**src/rtl/pmem_arbiter_pkg.sv**
```systemverilog
// Shared LC-3b memory-path types for the I/D physical-memory arbiter.
// Latency: none (types and helpers only); backpressure: n/a.
package pmem_arbiter_pkg;

    typedef logic [15:0]  lc3b_pmem_addr;
    typedef logic [127:0] lc3b_cacheline;

    typedef enum logic [1:0] {
        IDLE,
        SERVE,
        RELEASE
    } arb_state_t;

    typedef enum logic {
        PORT_I,
        PORT_D
    } arb_port_t;

    function automatic arb_port_t other_port(input arb_port_t p);
        return (p == PORT_I) ? PORT_D : PORT_I;
    endfunction

endpackage

```
**src/rtl/pmem_arbiter_rr_select.sv**
```systemverilog
// Two-way round-robin pick between I and D requesters.
// Latency: combinational; backpressure: none, caller decides when to act on the pick.
module rr_select
    import pmem_arbiter_pkg::*;
(
    input  arb_port_t last_grant,
    input  logic      i_active,
    input  logic      d_active,
    output logic      grant_vld,
    output arb_port_t grant_port
);

    always_comb begin
        grant_vld  = i_active | d_active;
        grant_port = PORT_I;
        // On contention the port served least recently wins.
        if (i_active && d_active) begin
            grant_port = other_port(last_grant);
        end else if (d_active) begin
            grant_port = PORT_D;
        end
    end

endmodule

```
**src/rtl/pmem_arbiter.sv**
```systemverilog
// Shares one physical-memory port between the I-cache and D-cache controllers.
// Latency: request in IDLE gives a strobe next cycle; the requester stalls on its resp until memory answers.
module pmem_arbiter
    import pmem_arbiter_pkg::*;
#(
    parameter int ADDR_WIDTH = $bits(lc3b_pmem_addr),
    parameter int LINE_WIDTH = $bits(lc3b_cacheline)
) (
    input  logic                  clk,
    input  logic                  rst_n,
    input  logic                  i_pmem_read,
    input  logic                  i_pmem_write,
    input  logic [ADDR_WIDTH-1:0] i_pmem_address,
    input  logic [LINE_WIDTH-1:0] i_pmem_wdata,
    output logic                  i_pmem_resp,
    output logic [LINE_WIDTH-1:0] i_pmem_rdata,
    input  logic                  d_pmem_read,
    input  logic                  d_pmem_write,
    input  logic [ADDR_WIDTH-1:0] d_pmem_address,
    input  logic [LINE_WIDTH-1:0] d_pmem_wdata,
    output logic                  d_pmem_resp,
    output logic [LINE_WIDTH-1:0] d_pmem_rdata,
    output logic                  pmem_read,
    output logic                  pmem_write,
    output logic [ADDR_WIDTH-1:0] pmem_address,
    output logic [LINE_WIDTH-1:0] pmem_wdata,
    input  logic [LINE_WIDTH-1:0] pmem_rdata,
    input  logic                  pmem_resp,
    output logic                  busy
);

    arb_state_t            state_q, state_d;
    arb_port_t             last_grant_q, last_grant_d;
    logic                  op_write_q, op_write_d;
    logic [ADDR_WIDTH-1:0] addr_q, addr_d;
    logic [LINE_WIDTH-1:0] wdata_q, wdata_d;

    logic      i_active, d_active;
    logic      grant_vld;
    arb_port_t grant_port;

    assign i_active = i_pmem_read | i_pmem_write;
    assign d_active = d_pmem_read | d_pmem_write;

    rr_select u_rr_select (
        .last_grant (last_grant_q),
        .i_active   (i_active),
        .d_active   (d_active),
        .grant_vld  (grant_vld),
        .grant_port (grant_port)
    );

    always_comb begin
        state_d      = state_q;
        last_grant_d = last_grant_q;
        op_write_d   = op_write_q;
        addr_d       = addr_q;
        wdata_d      = wdata_q;
        pmem_read    = 1'b0;
        pmem_write   = 1'b0;
        i_pmem_resp  = 1'b0;
        d_pmem_resp  = 1'b0;

        unique case (state_q)
            IDLE: begin
                if (grant_vld) begin
                    state_d      = SERVE;
                    last_grant_d = grant_port;
                    // A port raising read and write together is treated as a write.
                    if (grant_port == PORT_D) begin
                        op_write_d = d_pmem_write;
                        addr_d     = d_pmem_address;
                        wdata_d    = d_pmem_wdata;
                    end else begin
                        op_write_d = i_pmem_write;
                        addr_d     = i_pmem_address;
                        wdata_d    = i_pmem_wdata;
                    end
                end
            end
            SERVE: begin
                pmem_read  = ~op_write_q;
                pmem_write = op_write_q;
                if (pmem_resp) begin
                    state_d     = RELEASE;
                    i_pmem_resp = (last_grant_q == PORT_I);
                    d_pmem_resp = (last_grant_q == PORT_D);
                end
            end
            RELEASE: state_d = IDLE;
            default: state_d = IDLE;
        endcase
    end

    always_ff @(posedge clk) begin
        if (!rst_n) begin
            state_q      <= IDLE;
            last_grant_q <= PORT_I;
            op_write_q   <= 1'b0;
            addr_q       <= '0;
            wdata_q      <= '0;
        end else begin
            state_q      <= state_d;
            last_grant_q <= last_grant_d;
            op_write_q   <= op_write_d;
            addr_q       <= addr_d;
            wdata_q      <= wdata_d;
        end
    end

    assign pmem_address = addr_q;
    assign pmem_wdata   = wdata_q;
    assign busy         = (state_q != IDLE);
    assign i_pmem_rdata = pmem_rdata;
    assign d_pmem_rdata = pmem_rdata;

endmodule

```
**config.mk**
```make
export PLATFORM = sky130hd
export DESIGN_NAME = pmem_arbiter
export DESIGN_NICKNAME = d
export VERILOG_FILES = /design/src/rtl/pmem_arbiter_pkg.sv /design/src/rtl/pmem_arbiter_rr_select.sv /design/src/rtl/pmem_arbiter.sv
export SDC_FILE = /design/constraint.sdc
export NUM_CORES = 1
export LEC_CHECK = 0
export BUFFER_PORTS_ARGS = -buffer_cell sky130_fd_sc_hd__buf_2
export CAP_MARGIN = 20
export CORE_AREA = 2 2 324 326
export DETAILED_ROUTE_END_ITERATION = 7
export DIE_AREA = 0 0 326 328
export HOLD_SLACK_MARGIN = 0.06
export PLACE_DENSITY_LB_ADDON = 0.3
export SLEW_MARGIN = 10
export SYNTH_ARGS = -nofsm -noshare
export SYNTH_HDL_FRONTEND = slang
export SYNTH_HIERARCHICAL = 1
export SYNTH_SLANG_ARGS = --single-unit
```
**constraint.sdc**
```tcl
create_clock -name clk -period 1.8 [get_ports clk]
set_input_delay 0.18 -clock clk [delete_from_list [all_inputs] [get_ports clk]]
set_output_delay 0.18 -clock clk [all_outputs]
set_load 0.01 [all_outputs]
```
Yosys cells after proc, flatten, opt, wreduce, memory -nomap -nowiden
Cells that the tools add are included.
- add/subtract/negate cells: 0
- multipliers: 0
- divide/modulo/power cells: 0
- order comparisons: 0
- equality and inequality tests: 3
- shift-type cells: 0
- multiplexer cells: 15
- bitwise gates (word level): 5
- reduce and logical (&&, ||, !) cells: 5
- operator list (kind ; count):
    $mux 128 ; 1
    $mux 16 ; 1
    $mux 1 ; 10
    $mux 2 ; 2
    $ne 2x2->1 const B ; 2
    $pmux 2 s2 ; 1
    $reduce_and 2->1 ; 2
    $or 1x1->1 ; 3
    $eq 2x1->1 const B ; 1
    $logic_not 2->1 ; 1
    $not 1->1 ; 2
    $reduce_bool 2->1 ; 1
    $logic_and 1x1->1 ; 1
- register bits after elaboration: 148
- latch bits: 0
- bits in writable memories: 0
- bits in read-only memories: 0
- bits of input ports: 423
- output and inout bits: 405
- word-level logic and storage cells: 33
- memories kept: 0

Logic depth before layout (Yosys ltp)
Gate-level depths: netlist of the first run.
- depth after elaboration: 4
- gate-level depth with buffers: 7
- depth with buffers taken out: 4

By module
Netlist of the first run, hierarchy kept.
- by module, submodules not included (module ; instances ; cells an instance ; area an instance (µm²) ; sequential area each (µm²)):
    pmem_arbiter ; 1 ; 922 ; 8675.8 ; 2962.8
    rr_select ; 1 ; 2 ; 13.8 ; 0.0

Worst setup path after synthesis of the first run
Ideal clock, no wire load.
- path kind: input to register
- start point: input port i_pmem_write
- end point: register wdata_q[100] (netlist: pmem_wdata[100])
- library setup time: 125 ps
- data arrival time: 1398 ps
- data required time: 1675 ps
- path slack: 277 ps
- cell stages on the path: 6
- path buffers: 2
- cells stage by stage: or2_2 a21boi_1 buf_4 buf_2 mux2i_1 o22ai_2
- longest elaborated chain between the ends: 4
- elaborated cells on any way between the ends: 6
- those cells by class: mux (2); bitwise (2); reduce/logical (2)
- ends and longest elaborated chain (what ; RTL line ; text):
    start, declared ; pmem_arbiter.sv:12 ; input logic i_pmem_write,
    $or 1x1->1 ; pmem_arbiter.sv:42 ; assign i_active = i_pmem_read | i_pmem_write;
    $logic_and 1x1->1 ; pmem_arbiter_rr_select.sv:17 ; if (i_active && d_active) begin
    $mux 1 ; pmem_arbiter_rr_select.sv:17 ;
    via grant_port ; pmem_arbiter.sv:40 ; arb_port_t grant_port;
    $mux 128 ; pmem_arbiter.sv:70 ; if (grant_port == PORT_D) begin
    end signal, assigned ; pmem_arbiter.sv:107 ; wdata_q <= wdata_d;
    end, declared ; pmem_arbiter.sv:36 ; logic [LINE_WIDTH-1:0] wdata_q, wdata_d;
The timed path passes the listed nets, and every way through them passes these cells.
A chain may end at the register's enable or synchronous reset.

Worst setup path after layout of the first run
- start point: register state_q[1]
- end point: register wdata_q[90] (netlist: pmem_wdata[90])
- longest elaborated chain between the ends: 2
- ends and longest elaborated chain (what ; RTL line ; text):
    start, declared ; pmem_arbiter.sv:32 ; arb_state_t state_q, state_d;
    start signal, assigned ; pmem_arbiter.sv:103 ; state_q <= state_d;
    $logic_not 2->1 ; pmem_arbiter.sv:64 ; unique case (state_q)
    $reduce_and 2->1 (no line) ; - ;
No other way between the ends.

==> out/qor.csv, run 1 <==
metric,value,unit
outcome,"complete, no violations",
route.final.wire_length,37.0,mm
final_max_slew_viol_count,0,
syn_to_final_growth,67.0,%
worstPathBufferInverterCount,1,
post_detailed_route_count_of_antenna_violating_nets,0,
drc,0,
gr-total-overflow,0,
worst_ir_drop_on_vdd,0.503,mV
final_hold_viol_count,0,
slowest_stage,nor3b_4,
pre_cts_slack,-106,ps
finalCoreUtilization,0.141,
worst-path-max-fanout,56,
placement.cell_area,0.0109,mm²
wl_per_cell,13.2,µm
critical_path_arrival,2050,ps
die_height,328,µm
layout_common_cells,"442 x buf_2, 287 x dlygate4sd3_1, 148 x nand2_1, 147 x dfxtp_1, 146 x mux2i_1",
layout.cells.non_filler,2806,
antenna-diode-count,0,
post_route_cells_drive_above_1_share,0.417,
synthesized_flop_and_latch_total,148,
power_density,780,mW/mm²
ff2ff_path_depth,3,
syn_area_per_cell,9.40,µm²
cts-root-to-sink-buffers,2,
clock_sink_count,148,
synthesis.area,0.00869,mm²
fin_worst_skew,12.4,ps
grt_pass1_wl,53.8,mm
die_span_x,326,µm
synth_warnings,6,
synth_top_cell_area_share,0.341,
cp-start-kind,register,
dp_cell_count,2487,
p_leak,6.52,nW
yosysUniqueCellTypes,22,
synth-seq-area-share,0.341,
worst_path_largest_cell_delay,540,ps
cts_max_level,4,
final_worst_setup_slack,103,ps
io_buffer_count,443,
design.core.area,0.103,mm²
worst-slew-pin-transition,588,ps
worst_path_dominant_cell_family,simple AND/OR/NAND/NOR gates,
dp_wirelength,26.8,mm
finalNetCount,1836,
fin_tns_setup,0,ps
pin_count_of_the_biggest_net_entering_global_routing,68,
tritoncts,yes,
n_fill_cell,11663,
detailroute.via_count,8171,
power,11.3,mW
design_area,0.0145,mm²
initial_antenna_violation_count,0,
synthesis.instances,924,
cp_num_cells,3,
io-pin-count,828,
clkTransAtPathRegs,80,ps
grt_setup_unrepaired,false,
grt_use_total,0.0679,
max_cap_violations,0,
slew-limit-headroom,0.608,
post-route-min-period,1700,ps
firstDrtPassIters,4,
initialDrtViolationCount,201,
design.die.area,0.107,mm²
cts_setup_buffers,0,
timing.critical_path.to_type,register,
avgViaCountPerCell,2.91,
worst_hold_path.num_cells,4,
timing.critical_path.required,2150,ps
numCtsBuffers,17,
floorplan.initialDensity,0.0842,
timing_worst_setup_path_type,register to register,
core.rowCount,118,
synth_top_cell_by_area,dfxtp_1,
synth_nets,1347,
finalSetupViolations,0,
clock.fmax,589,MHz
crit_chain,"nor3b_4, buf_12, o22ai_2",
vias_in_the_first_global_route,8982,
synthTopCellsByArea,"dfxtp_1 34%, buf_4 24%, mux2i_1 17%, o22ai_2 7.2%, o22ai_1 6.8%",
min_path_type,input port to register,
gp_congestion,0.711,
layout.cells.most_common,buf_2,
hold_ws,125,ps
clockRootBuffer,clkbuf_16,
timing.final.crit_share,0.943,
clkLatencyLatePin,490,ps
==> layer usage <==
metal,GRT usage,part of all wire,up-vias
li1,-,-,3907
met3,0.0284,0.088,191
met5,0.00266,0.0011,-
met2,0.114,0.48,399
met4,0.0554,0.064,2
met1,0.0655,0.36,3672
==> sequential cells by signal (all words and copies together) (netlist names) <==
name and flops:
state_q 2, pmem_address 16, last_grant_q 1, pmem_wdata 128
op_write_q 1
==> Yosys cell counts, drive strengths merged <==
library cell,count
a21boi,1
nor3,2
nor2b,2
nand2,148
mux2i,146
nor2,1
and2,1
o22ai,145
dfxtp,148
nor3b,1
inv,1
and3,1
nor4b,1
clkbuf,3
buf,318
nand4bb,1
or2,4
==> report_power, final <==
group | switching [mW] | total, mW | internal (mW)
Combinational | 1.49 | 3.12 | 1.63
Clock | 1.73 | 4.39 | 2.66
Sequential | 0.181 | 3.81 | 3.63
Total | 3.40 | 11.3 | 7.92
==> tightest hold or removal path: cells and delay by family <==
| family | cells | cell delay, ps |
|---|---|---|
| buffers and inverters | 2 | 210 |
| AOI/OAI and AO/OA | 1 | 100 |
| muxes | 1 | 80 |
==> final timing paths <==
check | start | to | slack, ps
worst min register to register | pmem_wdata[11]$_SDFFE_PN0P_ | pmem_wdata[11]$_SDFFE_PN0P_ | 460
worst max register to register | state_q[1]$_SDFFE_PN0P_ | pmem_wdata[90]$_SDFFE_PN0P_ | 100
worst max-delay path | state_q[1]$_SDFFE_PN0P_ | pmem_wdata[90]$_SDFFE_PN0P_ | 100
worst min-delay path | i_pmem_wdata[16] | pmem_wdata[16]$_SDFFE_PN0P_ | 120
==> layout make-up <==
class                           count  area [µm²]  area share
Clock buffer                       19         443      0.0305
Tap cell                         1380        1730       0.119
Timing Repair Buffer              791        5750       0.396
Inverter                            1        3.75    0.000259
Clock inverter                     13         243      0.0167
Multi-Input combinational cell    454        3380       0.233
Sequential cell                   148        2960       0.204
==> repair_timing <==
item                                    4_1_cts  5_1_grt
endpoints found under the setup margin        3        1
resized for setup                             2        1
hold buffers                                287        0
endpoints found under the hold margin       144        0
==> cells by family after synthesis <==
kind of cell,after synthesis,synth area share
multiplexers,146,0.168
flip-flops,148,0.341
AO/OA/AOI/OAI,146,0.141
buffers and inverters,322,0.275
AND/OR/NAND/NOR,162,0.0750
(Power assumes the default switching activity.)
==> inputs of run 2 (changes only) <==
Settings changed: PLACE_DENSITY set to 0.39, PLACE_DENSITY_LB_ADDON 0.3 to not set.
==> out/qor.csv, run 2 (synthesis gave the netlist of run 1 again) <==
metric,value,unit
tritoncts,yes,
post-route-min-period,1770,ps
timing_worst_setup_path_type,input port to register,
cts-root-to-sink-buffers,2,
worst-path-max-fanout,18,
grt_setup_unrepaired,true,
dp_wirelength,27.1,mm
numCtsBuffers,17,
initial_antenna_violation_count,1,
p_leak,6.58,nW
design.die.area,0.107,mm²
finalNetCount,1849,
timing.critical_path.required,2170,ps
initialDrtViolationCount,215,
layout_common_cells,"442 x buf_2, 289 x dlygate4sd3_1, 148 x nand2_1, 148 x dfxtp_1, 146 x mux2i_1",
die_span_x,326,µm
io-pin-count,828,
floorplan.initialDensity,0.0842,
critical_path_arrival,2140,ps
worst_path_largest_cell_delay,520,ps
min_path_type,input port to register,
detailroute.via_count,8179,
power,11.1,mW
slowest_stage,dlygate4sd3_1,
worst-slew-pin-transition,419,ps
crit_chain,"dlygate4sd3_1, buf_2, or2_4, a21boi_4, buf_12, buf_12, mux2i_1, o22ai_2",
worst_ir_drop_on_vdd,0.505,mV
design.core.area,0.103,mm²
syn_to_final_growth,68.3,%
finalCoreUtilization,0.142,
max_cap_violations,0,
cp_common_cell,buf_12,
pin_count_of_the_biggest_net_entering_global_routing,65,
final_max_slew_viol_count,0,
clkTransAtPathRegs,70,ps
firstDrtPassIters,4,
cp-start-kind,input port,
outcome,"complete, no violations",
power_density,760,mW/mm²
layout.cells.most_common,buf_2,
core.rowCount,118,
timing.critical_path.to_type,register,
grt_pass1_wl,53.9,mm
wl_per_cell,13.8,µm
gr-total-overflow,0,
slew-limit-headroom,0.721,
clockRootBuffer,clkbuf_16,
finalSetupViolations,0,
largest_register_ff_count,128,
route.final.wire_length,38.8,mm
clock_sink_count,148,
io_buffer_count,443,
post_detailed_route_count_of_antenna_violating_nets,0,
clkLatencyLatePin,490,ps
drc,0,
fin_worst_skew,14.1,ps
grt_use_total,0.0685,
cts_max_level,4,
die_height,328,µm
final_hold_viol_count,0,
vias_in_the_first_global_route,8774,
fin_tns_setup,0,ps
gp_congestion,0.700,
avgViaCountPerCell,2.90,
timing.final.crit_share,0.985,
post_route_cells_drive_above_1_share,0.420,
clock.fmax,564,MHz
antenna-diode-count,0,
-- run 2: cell types whose count changed in the layout (fill, tap and decap cells not counted), moves of 2 or more --
cell	change
buf_12	-2
buf_4	+6
buf_6	+3
bufinv_16	-2
clkbuf_16	+4
clkinv_4	+2
dlygate4sd3_1	+2
or2_4	+2
-- run 2: what timing repair did --
action / 4_1_cts / 5_1_grt
gates cloned: 0 / 4
gates resized for setup: 0 / 6
endpoints found under the setup margin: 29 / 61
buffers inserted: 2 / 2
pin swaps: 1 / 0
hold buffers: 289 / 0
hold endpoints to repair: 146 / 0
-- run 2: layout make-up --
cell class	instances	area, µm²
Clock buffer	18	439
Clock inverter	13	196
Fill cell	11595	88600
Inverter	1	3.75
Multi-Input combinational cell	454	3380
Sequential cell	148	2960
Tap cell	1380	1730
Timing Repair Buffer	804	5910
-- run 2: power by group --
part | internal, mW | switching (mW)
registers | 3.63 | 0.174
logic | 1.68 | 1.55
clock network | 2.37 | 1.72
-- run 2: path summary, 6_finish.rpt --
| path | end | depth (start not counted) | slack (ps) | from |
|---|---|---|---|---|
| max | pmem_wdata[71]$_SDFFE_PN0P_ | 8 | 30 | d_pmem_write |
| min | pmem_wdata[71]$_SDFFE_PN0P_ | 3 | 120 | d_pmem_wdata[71] |
| max reg2reg | pmem_wdata[71]$_SDFFE_PN0P_ | 5 | 60 | last_grant_q$_SDFFE_PN0P_ |
| min reg2reg | pmem_wdata[12]$_SDFFE_PN0P_ | 2 | 460 | pmem_wdata[12]$_SDFFE_PN0P_ |
-- run 2: worst max-delay path: cells and delay by family --
kind / cells / cell delay (ps)
muxes: 1 / 380
and+or+nand+nor: 1 / 110
buffers and inverters: 4 / 1030
AOI/OAI and AO/OA: 2 / 370
-- run 2: metrics by stage --
stage	hold slack [ps]	instance area (µm²)	setup WS (ps)	std cells
2_1_floorplan	342	8690	277	924
3_3_place_gp	360	10900	-300	2491
3_5_place_dp	360	10900	-302	2491
4_1_cts	63.1	14500	5.41	2813
5_1_grt	82.5	14600	-21.0	2818
6_report	123	14600	27.3	2818
-- run 2: routing by layer --
layer  up-vias  part of all wire  track usage
met3       180             0.070       0.0219
met1      3654              0.38       0.0700
met5         -                 0            0
met2       404              0.48        0.113
met4         0             0.071       0.0601
li1       3941                 -            -
==> inputs of run 3 (changes only) <==
Settings changed: REMOVE_ABC_BUFFERS set to 1.
==> out/qor.csv, run 3 (synthesis gave the netlist of run 1 again) <==
metric,value,unit
outcome,"complete, no violations",
dp_cell_count,2499,
core.rowCount,118,
layout_common_cells,"441 x buf_2, 266 x dlygate4sd3_1, 148 x nand2_1, 147 x dfxtp_1, 145 x mux2i_1",
slowest_stage,dlygate4sd3_1,
n_fill_cell,11657,
switching_share,0.342,
finalSetupViolations,0,
post-route-min-period,1790,ps
avgViaCountPerCell,3.27,
power,11.2,mW
finalNetCount,1827,
seq_area,0.00296,mm²
flop2flop_setup_slack,120,ps
hold_ws,121,ps
worst-path-max-fanout,30,
io_buffer_count,443,
post_detailed_route_count_of_antenna_violating_nets,0,
power_frac_clock,0.361,
wl_per_cell,31.4,µm
grt_use_total,0.163,
design.core.area,0.103,mm²
fin_worst_skew,20.5,ps
route.final.wire_length,88.1,mm
syn_to_final_growth,65.1,%
die_span_x,326,µm
clock.fmax,558,MHz
grt_pass1_wl,109,mm
detailroute.via_count,9161,
cts_max_level,4,
p_leak,6.45,nW
numCtsBuffers,17,
die_height,328,µm
tritoncts,yes,
multi_input_comb_area,0.00339,mm²
timing.critical_path.to_type,register,
drc,0,
p_int,7.40,mW
fin_tns_setup,0,ps
switchingPower,3.85,mW
vias_in_the_first_global_route,9309,
worst_path_largest_cell_delay,530,ps
power.share.sequential,0.339,
post_route_cells_drive_above_1_share,0.430,
largest_register_ff_count,128,
timing_worst_setup_path_type,input port to register,
final_max_slew_viol_count,0,
initialDrtViolationCount,394,
min_path_type,input port to register,
layout.cells.non_filler,2802,
power_density,784,mW/mm²
timing.final.crit_share,0.996,
gp_congestion,0.804,
finalCoreUtilization,0.139,
cp-start-kind,input port,
gr-total-overflow,0,
pin_count_of_the_biggest_net_entering_global_routing,71,
clkLatencyLatePin,500,ps
dp_wirelength,71.3,mm
slew-limit-headroom,0.728,
clkTransAtPathRegs,80,ps
io-pin-count,828,
design.die.area,0.107,mm²
crit_chain,"dlygate4sd3_1, buf_2, or2_2, a21boi_4, buf_12, buf_4, mux2i_1, o22ai_1",
critical_path_arrival,2160,ps
worst-slew-pin-transition,397,ps
timing.critical_path.required,2170,ps
cts_setup_buffers,0,
pwr-share-comb,0.300,
floorplan.initialDensity,0.0842,
layout.cells.most_common,buf_2,
clockRootBuffer,clkbuf_16,
cts-root-to-sink-buffers,2,
firstDrtPassIters,4,
worst_ir_drop_on_vdd,0.590,mV
clock_sink_count,148,
initial_antenna_violation_count,9,
final_hold_viol_count,0,
max_cap_violations,0,
run 3: cell types whose count changed in the layout (fill, tap and decap cells not counted), sizes merged:
cell,delta
dlygate4sd3,-23
diode,+5
buf,+4
clkbuf,-4
inv,+4
bufinv,-2
run 3: critical path, delay by kind of cell:
family	cells	cell delay, ps
AO/OA/AOI/OAI	2	270
AND/OR/NAND/NOR	1	320
buffers and inverters	4	1070
multiplexers	1	220
run 3: power groups by stage:
stage	sequential (mW)	clock [mW]	combinational, mW
global route	3.87	4.37	3.65
CTS	3.82	4.28	3.43
floorplan	4.04	0	1.48
global placement	3.88	0	2.98
detailed placement	3.88	0	2.97
finish	3.82	4.06	3.37
run 3: layout make-up:
class                   count  area share
flip-flops and latches    148       0.207
inverters                   1    0.000262
clock inverters            15      0.0130
well taps                1380       0.120
diodes                      5    0.000872
repair buffers            782       0.393
multi-input cells         454       0.236
clock buffers              17      0.0296
run 3: repair_timing:
item,4_1_cts,5_1_grt
resized for setup,1,5
hold endpoints to repair,135,0
hold buffers,266,0
setup endpoints to repair,1,80
run 3: path summary, 6_finish.rpt:
kind | start | endpoint | cells after the start
setup / recovery | d_pmem_write | pmem_wdata[61]$_SDFFE_PN0P_ | 8
hold reg to reg | pmem_wdata[125]$_SDFFE_PN0P_ | pmem_wdata[125]$_SDFFE_PN0P_ | 2
setup reg to reg | last_grant_q$_SDFFE_PN0P_ | pmem_wdata[97]$_SDFFE_PN0P_ | 6
hold / removal | i_pmem_address[10] | pmem_address[10]$_SDFFE_PN0P_ | 4
run 3: per-stage QoR:
| step | setup WS [ps] | cell area [µm²] |
|---|---|---|
| after floorplan | -9460 | 6310 |
| after CTS | 7.17 | 14300 |
| after global routing | -11.9 | 14300 |
| after detailed placement | -150 | 11000 |
| final | 7.55 | 14300 |
| after global placement | -128 | 11000 |
run 3: metal layers:
layer / part of all wire / routed length [µm] / up-vias / GRT usage
li1: - / - / 3907 / -
met1: 0.38 / 33300 / 4084 / 0.163
met2: 0.36 / 31600 / 1048 / 0.204
met3: 0.23 / 20000 / 87 / 0.186
met4: 0.017 / 1460 / 35 / 0.0412
met5: 0.021 / 1810 / - / 0.121
